### src/rtl/twiddle_pkg.sv
// Shared definitions for the FFT twiddle generator: FSM state type,
// default size constants and the elaboration-time cosine table function.
package twiddle_pkg;

  typedef enum logic [1:0] {
    ST_IDLE,
    ST_RUN,
    ST_DRAIN
  } state_t;

  // Sizes for the default build (LOG2N = 4).
  localparam int LOG2N_DEF = 4;
  localparam int N         = 1 << LOG2N_DEF;
  localparam int HALF_N    = N / 2;
  localparam int QTR_N     = N / 4;

  localparam real PI = 3.14159265358979323846;

  // Number of quarter-wave steps for an FFT of length 2**log2n.
  function automatic int qtr_n(input int log2n);
    return 1 << (log2n - 2);
  endfunction

  // C[i] = round(cos(2*pi*i/N) * 2**(width-1)), saturated to the largest
  // positive code. Evaluated with a Taylor series so only basic real
  // arithmetic is needed when the table is folded at elaboration.
  function automatic int cos_q(input int i, input int width, input int log2n);
    real x;
    real x2;
    real term;
    real sum;
    real full;
    int  r;
    int  max_code;
    x        = 2.0 * PI * real'(i) / real'(1 << log2n);
    x2       = x * x;
    term     = 1.0;
    sum      = 1.0;
    for (int n = 1; n <= 14; n++) begin
      term = -term * x2 / real'((2 * n - 1) * (2 * n));
      sum  = sum + term;
    end
    full     = real'(longint'(1) << (width - 1));
    max_code = int'((longint'(1) << (width - 1)) - 1);
    r        = $rtoi(sum * full + 0.5);
    if (r > max_code) r = max_code;
    if (r < 0)        r = 0;
    return r;
  endfunction

endpackage

### src/rtl/twiddle_qrom.sv
// Quarter-wave cosine ROM: QTR_N+1 constant entries, two registered read
// ports (cosine index and complement index) sharing one enable.
module twiddle_qrom
  import twiddle_pkg::*;
#(
  parameter int WIDTH = 16,
  parameter int LOG2N = 4
) (
  input  logic                    clk,
  input  logic                    rst_n,
  input  logic                    en,
  input  logic [LOG2N-2:0]        addr_c,
  input  logic [LOG2N-2:0]        addr_s,
  output logic signed [WIDTH-1:0] rd_c,
  output logic signed [WIDTH-1:0] rd_s
);

  localparam int QN = qtr_n(LOG2N);

  // NOTE: the table is constant wiring, so it has no reset; only the read
  // registers below carry state that reset must clear.
  logic signed [WIDTH-1:0] tbl [QN+1];

  for (genvar g = 0; g <= QN; g++) begin : g_tbl
    assign tbl[g] = WIDTH'(cos_q(g, WIDTH, LOG2N));
  end

  // Registered reads, advancing only with the pipeline.
  // NOTE: sequential state uses non-blocking assignments so every register
  // samples pre-edge values regardless of statement order.
  always_ff @(posedge clk or negedge rst_n) begin
    if (!rst_n) begin
      rd_c <= '0;
      rd_s <= '0;
    end else if (en) begin
      rd_c <= tbl[addr_c];
      rd_s <= tbl[addr_s];
    end
  end

endmodule

### src/rtl/twiddle_gen.sv
// Radix-2 DIT twiddle-factor sequencer. One start produces the N/2 twiddles
// of a stage through a three-deep pipeline (issue -> ROM read -> output)
// with valid/ready backpressure.
// Optional build macro TWIDDLE_INV_EN adds the 'inv' port for conjugate
// (inverse FFT) twiddles.
module twiddle_gen
  import twiddle_pkg::*;
#(
  parameter int WIDTH = 16,
  parameter int LOG2N = 4
) (
  input  logic                       clk,
  input  logic                       rst_n,
  input  logic                       start,
  input  logic [$clog2(LOG2N)-1:0]   stage,
`ifdef TWIDDLE_INV_EN
  input  logic                       inv,
`endif
  input  logic                       out_ready,
  output logic                       busy,
  output logic                       out_valid,
  output logic signed [WIDTH-1:0]    wr,
  output logic signed [WIDTH-1:0]    wi,
  output logic [LOG2N-2:0]           k,
  output logic                       last
);

  localparam int KW = LOG2N - 1;
  localparam int SW = $clog2(LOG2N);
  localparam int HN = 1 << (LOG2N - 1);
  localparam int QN = qtr_n(LOG2N);

  localparam logic [KW-1:0] J_LAST = KW'(HN - 1);
  localparam logic [KW-1:0] K_QTR  = KW'(QN);
  localparam logic [SW-1:0] S_TOP  = SW'(LOG2N - 1);

  state_t state, state_nxt;

  logic          adv;
  logic          accept;
  logic          issue;
  logic [KW-1:0] j_q;
  logic [SW-1:0] s_q;
  logic [KW-1:0] j_mask;
  logic [KW-1:0] k_issue;

  // Issue stage
  logic          v0, l0;
  logic [KW-1:0] k0;
  // ROM read stage
  logic          v1, l1, hi1;
  logic [KW-1:0] k1;
  logic          k0_hi;
  logic [KW-1:0] k_off;
  logic [KW-1:0] addr_c, addr_s;
  logic signed [WIDTH-1:0] rd_c, rd_s;

`ifdef TWIDDLE_INV_EN
  logic inv_q;
`endif

  // The whole pipeline moves together unless a valid word is being held.
  assign adv    = !out_valid || out_ready;
  assign accept = (state == ST_IDLE) && start && (int'(stage) < LOG2N);
  assign issue  = (state == ST_RUN) && adv;
  assign busy   = (state != ST_IDLE);

  // State register.
  always_ff @(posedge clk or negedge rst_n) begin
    if (!rst_n) state <= ST_IDLE;
    else        state <= state_nxt;
  end

  // Next-state logic.
  // NOTE: defaulting state_nxt before the case keeps every path assigned,
  // so no latch is inferred.
  always_comb begin
    state_nxt = state;
    case (state)
      ST_IDLE:  if (accept)                         state_nxt = ST_RUN;
      ST_RUN:   if (issue && (j_q == J_LAST))       state_nxt = ST_DRAIN;
      ST_DRAIN: if (out_valid && out_ready && last) state_nxt = ST_IDLE;
      default:                                      state_nxt = ST_IDLE;
    endcase
  end

  // k = (j mod 2**s) << (LOG2N-1-s); a full-width mask covers s = LOG2N-1.
  always_comb begin
    j_mask  = (KW'(1) << s_q) - KW'(1);
    k_issue = (j_q & j_mask) << (S_TOP - s_q);
  end

  // Issue stage: latch request on start, then step j once per advance.
  always_ff @(posedge clk or negedge rst_n) begin
    if (!rst_n) begin
      j_q <= '0;
      s_q <= '0;
      v0  <= 1'b0;
      k0  <= '0;
      l0  <= 1'b0;
    end else begin
      if (accept) begin
        s_q <= stage;
        j_q <= '0;
      end
      if (adv) begin
        v0 <= issue;
        k0 <= k_issue;
        l0 <= issue && (j_q == J_LAST);
        if (issue) j_q <= j_q + KW'(1);
      end
    end
  end

`ifdef TWIDDLE_INV_EN
  // Direction of the sequence is fixed at start time.
  always_ff @(posedge clk or negedge rst_n) begin
    if (!rst_n)      inv_q <= 1'b0;
    else if (accept) inv_q <= inv;
  end
`endif

  // Quadrant folding: second quadrant reads the table mirrored.
  always_comb begin
    k0_hi  = (k0 >= K_QTR);
    k_off  = k0 - K_QTR;
    addr_c = k0_hi ? (K_QTR - k_off) : k0;
    addr_s = k0_hi ? k_off : (K_QTR - k0);
  end

  twiddle_qrom #(
    .WIDTH (WIDTH),
    .LOG2N (LOG2N)
  ) u_qrom (
    .clk    (clk),
    .rst_n  (rst_n),
    .en     (adv),
    .addr_c (addr_c),
    .addr_s (addr_s),
    .rd_c   (rd_c),
    .rd_s   (rd_s)
  );

  // ROM read stage: carry control alongside the table read.
  always_ff @(posedge clk or negedge rst_n) begin
    if (!rst_n) begin
      v1  <= 1'b0;
      k1  <= '0;
      l1  <= 1'b0;
      hi1 <= 1'b0;
    end else if (adv) begin
      v1  <= v0;
      k1  <= k0;
      l1  <= l0;
      hi1 <= k0_hi;
    end
  end

  // Output stage: apply quadrant and direction signs.
  always_ff @(posedge clk or negedge rst_n) begin
    if (!rst_n) begin
      out_valid <= 1'b0;
      k         <= '0;
      last      <= 1'b0;
      wr        <= '0;
      wi        <= '0;
    end else if (adv) begin
      out_valid <= v1;
      k         <= k1;
      last      <= l1;
      wr        <= hi1 ? -rd_c : rd_c;
`ifdef TWIDDLE_INV_EN
      wi        <= inv_q ? rd_s : -rd_s;
`else
      wi        <= -rd_s;
`endif
    end
  end

endmodule

### config.mk
export PLATFORM = sky130hd
export DESIGN_NAME = twiddle_gen
export DESIGN_NICKNAME = d
export VERILOG_FILES = /design/src/rtl/twiddle_pkg.sv /design/src/rtl/twiddle_qrom.sv /design/src/rtl/twiddle_gen.sv
export SDC_FILE = /design/constraint.sdc
export NUM_CORES = 1
export LEC_CHECK = 0
export ABC_AREA = 1
export CORE_UTILIZATION = 35
export CTS_CLUSTER_DIAMETER = 120
export DETAILED_ROUTE_END_ITERATION = 7
export PLACE_DENSITY = 0.66
export SKIP_LAST_GASP = 1
export SLEW_MARGIN = 20
export SYNTH_ARGS = -nofsm -noshare
export SYNTH_HDL_FRONTEND = slang
export SYNTH_SLANG_ARGS = --single-unit
export TNS_END_PERCENT = 50
### constraint.sdc
create_clock -name clk -period 1.77 [get_ports clk]
set_input_delay 0.354 -clock clk [delete_from_list [all_inputs] [get_ports clk]]
set_output_delay 0.354 -clock clk [all_outputs]
set_load 0.1 [all_outputs]
---- After elaboration in Yosys (flattened, before gate mapping) ----
Memories as Yosys holds them, arrays and structs flattened. A register that Yosys moved wholly into a read port is not among the register bits.
Cells that the tools add are included.
Widths: inputs -> output; s select.
word-level totals
  register bits after elaboration ......... 55
  memory bits (read-only) ................. 256
  word-level logic and storage cells ...... 59
  memories ................................ 2
cells by class
  add/subtract/negate cells ............... 8
  $lt $le $gt $ge ......................... 1
  equal/unequal tests ..................... 6
  shift operators ......................... 2
  multiplexer cells ....................... 10
  bitwise gates (word level) .............. 3
  reductions and logical operators ........ 12
memories
  memory           depth  width  rd ports  clocked after Yosys merged registers in  wr ports  RTL line            RTL
  (no name shown)  8      16     1         1                                        0         twiddle_qrom.sv:36  rd_c <= tbl[addr_c];
  (no name shown)  8      16     1         1                                        0         twiddle_qrom.sv:37  rd_s <= tbl[addr_s];
operator list
  cell                 number
  $neg 16->16          2
  $mux 16              1
  $mux 3               5
  $not 3->4            2
  $mux 2               3
  $pmux 2 s3           1
  $sub 3x3->3 const A  2
  $logic_and 1x1->1    5
  $ne 2x2->1 const B   2
  $add 3x1->3 const B  1
  $and 3x3->3          1
  $eq 3x3->1 const B   1
  $ge 3x3->1 const B   1
  $logic_not 1->1      3
  $reduce_and 3->1     1
  $shl 1x2->3 const A  1
  $shl 3x2->3          1
  $sub 3x2->3 const B  1
  $sub 3x3->3 const B  1
  $eq 2x1->1 const B   1
  $eq 2x2->1 const B   1
  $logic_not 2->1      1
  $ne 2x1->1 const B   1
  $reduce_bool 2->1    1
  other kinds (2)      2

---- Logic depth before layout (Yosys ltp) ----
  word-level depth ........................ 6
  depth in mapped cells ................... 10
  gate-level depth less buffers ........... 10

---- By module ----
Synthesis repeated with hierarchy kept, for this count alone.
second synthesis, totals
  cells, all modules ...................... 502
  area total of the unflattened synthesis .. 3906.2 um2
by module, submodules not included
  module        instances  cells each  area an instance (um2)  sequential area each (um2)
  twiddle_gen   1          394         2986.6                  1376.3
  twiddle_qrom  1          108         919.6                   400.4

---- Worst setup path after synthesis ----
OpenSTA, ideal clock, no wires.
  kind .................................... flip-flop to output port
  start ................................... register wr[3] (netlist name)
  end ..................................... output port wr[5]
  data arrival time ....................... 1.340 ns
  data required time ...................... 1.416 ns
  slack ................................... 0.076 ns
  stages on the path, launching flop included .. 2
  buffers on the path ..................... 1
  cell sequence ........................... dfrtp_1 -> buf_4
RTL lines
  item           RTL line           RTL
  end, declared  twiddle_gen.sv:22  output logic signed [WIDTH-1:0] wr,

---- Final worst setup path ----
  start ................................... register state[1]
  end ..................................... output port busy
between the ends
  word-level cells in the longest chain between the ends .. 1
RTL lines
  item                    RTL line           RTL
  start, declared         twiddle_gen.sv:37  state_t state, state_nxt;
  start signal, assigned  twiddle_gen.sv:71  else state <= state_nxt;
  $reduce_bool 2->1       twiddle_gen.sv:66  assign busy = (state != ST_IDLE);
  end, declared           twiddle_gen.sv:20  output logic busy,
No other way between the ends.

==> results.yml <==
run_status:
  outcome: "completed"
drt:
  wl_um: 6900
  drc: 0
  viasPerCell: 4.80
  ant_nets: 0
  drt-initial-drc-count: 162
  wl_per_cell_um: 12.6
  dr_total_vias: 2620
  drt_first_pass_iters: 6
grt:
  grt_pass1_vias: 2610
  met3_usage: 0.0241
  grt.met1_usage: 0.212
  grt_max_degree: 55
  track_usage: 0.156
  top_usage_layer: "met2"
  antenna_found_initial: 0
  overflow: 0
  grt_pass1_wl_um: 12000
  met2_usage: 0.251
layout:
  areaGrowthSynthToFinish_pct: 37.5
  fill_cells: 824
  layout-drive-gt1-share: 0.176
  instances_no_fill: 546
  fin_nets: 454
  diodes: 0
die:
  core_area_sq_um: 8850
  die_y_um: 98.4
  rows: 34
  die-area_sq_um: 9690
  die_w_um: 98.4
  pin_count: 44
  initial_utilization: 0.368
clocking:
  clk_pin_slew_ns: 0.07
  post_cts_buffers: 0
  cts_num_sinks: 69
  clk_path_buf_depth: 2
  cts_buffers: 9
  cts_tree: "yes"
  root_buffer: "clkbuf_8"
  clock_latency_ns: 0.34
  htreeDepth: 3
sta:
  post-route-min-period_ns: 1.59
  slew_headroom: 0.711
  rsz0062_at_grt: "true"
  drv_slew: 0
  finalClockSkew_ns: 0.00588
  fin_crit_sh: 0.901
  worstMarginPinSlew_ns: 0.434
  hold_violations: 0
  clock.fmax_mhz: 627
  setup_viol: 0
worst_setup_path:
  cp.required_ns: 1.42
  crit_path_end_kind: "output port"
  path_class: "reg -> out"
  startpoint_type: "flip-flop"
  cp.arrival_ns: 1.24
  worst-path-max-fanout: 4
synthesis:
  ys_seq_elements: 69
  syn_area_per_cell_sq_um: 8.64
  ys_types: 28
  syn_nets: 398
  postSynthCellCount: 377
  ys.flop_type: "dfrtp_1"
  netlist_area_sq_um: 3260
  synthArstFlopShare: 1.00
  ys_warn_count: 0
  synth_edf_count: 0
  ys_seq_area_frac: 0.530
place:
  dp_hpwl_um: 5220
  dp_cells: 529
  io_buffer_count: 43
  gp_congestion: 0.856
job:
  maxCapViolCount: 0
worst_hold_path:
  hp-class: "in -> async"
## state kept, by name, summed over array words and instances, names as in the netlist
register	count
hi1	1
j_q	3
s_q	2
wr	15
last	1
wi	15
l0	1
v0	1
u_qrom.rd_s	8
k1	3
state	2
out_valid	1
l1	1
u_qrom.rd_c	8
k0	3
v1	1
k	3
## critical path, cell delays in order (launching register included)
cell and delay, ns:
dfrtp_1 0.41, or2_2 0.32, buf_12 0.18
## area by class of cell
class | count | area (sq um) | area share
Sequential cell | 69 | 1730 | 0.386
Clock inverter | 6 | 87.6 | 0.0196
Inverter | 37 | 139 | 0.0310
Timing Repair Buffer | 59 | 966 | 0.216
Clock buffer | 10 | 128 | 0.0285
Multi-Input combinational cell | 257 | 1290 | 0.289
Tap cell | 108 | 135 | 0.0302
## cell usage after synthesis (all sizes together), types with 2 or more instances
cell      n  share of area
nand2   126           0.15
buf      14          0.029
dfrtp    69           0.53
or2       2         0.0038
o211ai    6          0.014
a31oi     2         0.0038
o21ai    27          0.042
nand3    26          0.042
nor2     26          0.032
o22ai    12          0.023
ha       15          0.058
o32ai     2         0.0054
inv      37          0.043
nor3      2         0.0031
a21oi     5         0.0077
xor2      2         0.0054
## final timing paths
path,from,slack (ns),cells after the start,end
setup / recovery,state[1],0.18,2,busy
hold / removal,rst_n,0.46,2,wr[2]
setup reg to reg,u_qrom.rd_s[8],0.18,8,wi[14]
hold reg to reg,v1,0.46,2,out_valid
max in group asynchronous,rst_n,0.72,3,wi[1]
min in group clk,v1,0.46,2,out_valid
## routing by layer
layer	vias to the layer above	part of all wire
li1	1330	-
met1	1216	0.47
met2	63	0.47
met3	11	0.042
met4	0	0.015
met5	-	0
## cell usage in the layout, fill, tap and decap left out, drive strengths merged, types with 3 or more instances in the layout
| cell | count |
|---|---|
| o22ai | 12 |
| a21oi | 5 |
| o211ai | 6 |
| o21ai | 27 |
| clkinvlp | 3 |
| ha | 15 |
| buf | 54 |
| inv | 37 |
| nand2 | 126 |
| clkbuf | 10 |
| nand3 | 26 |
| dfrtp | 69 |
| nor2 | 26 |
| clkdlybuf4s50 | 4 |
## through the flow
stage	TNS [ns]	area (sq um)	hold slack, ns	utilization	worst slack (ns)
after CTS	0	4480	0.468	0.506	0.0742
final	0	4480	0.462	0.506	0.176
after floorplan	0	3260	0.0584	-	0.0758
after detailed placement	0	4250	0.302	0.480	0.0767
after global routing	-0.0176	4480	0.496	0.506	-0.0176
after global placement	0	4250	0.295	0.480	0.117
## what timing repair did
| item | 4_1_cts | 5_1_grt |
|---|---|---|
| resized for setup | 0 | 1 |
| endpoints found under the setup margin | 0 | 3 |
| endpoints found under the hold margin | 15 | 0 |
| hold buffers | 1 | 0 |
## kinds of logic (layout without fill, tap and decap cells)
kind of cell / count (synthesis) / after routing / share of synthesized area
flip-flops: 69 / 69 / 0.530
buffers and inverters: 51 / 112 / 0.0719
AND/OR/NAND/NOR: 184 / 184 / 0.233
AO/OA/AOI/OAI: 56 / 56 / 0.102
XOR/XNOR: 2 / 2 / 0.00538
adder cells (fa/ha/maj): 15 / 15 / 0.0576
Power is not shown: default switching activity piles up to over one toggle a cycle in this logic, so the estimate is an artifact.
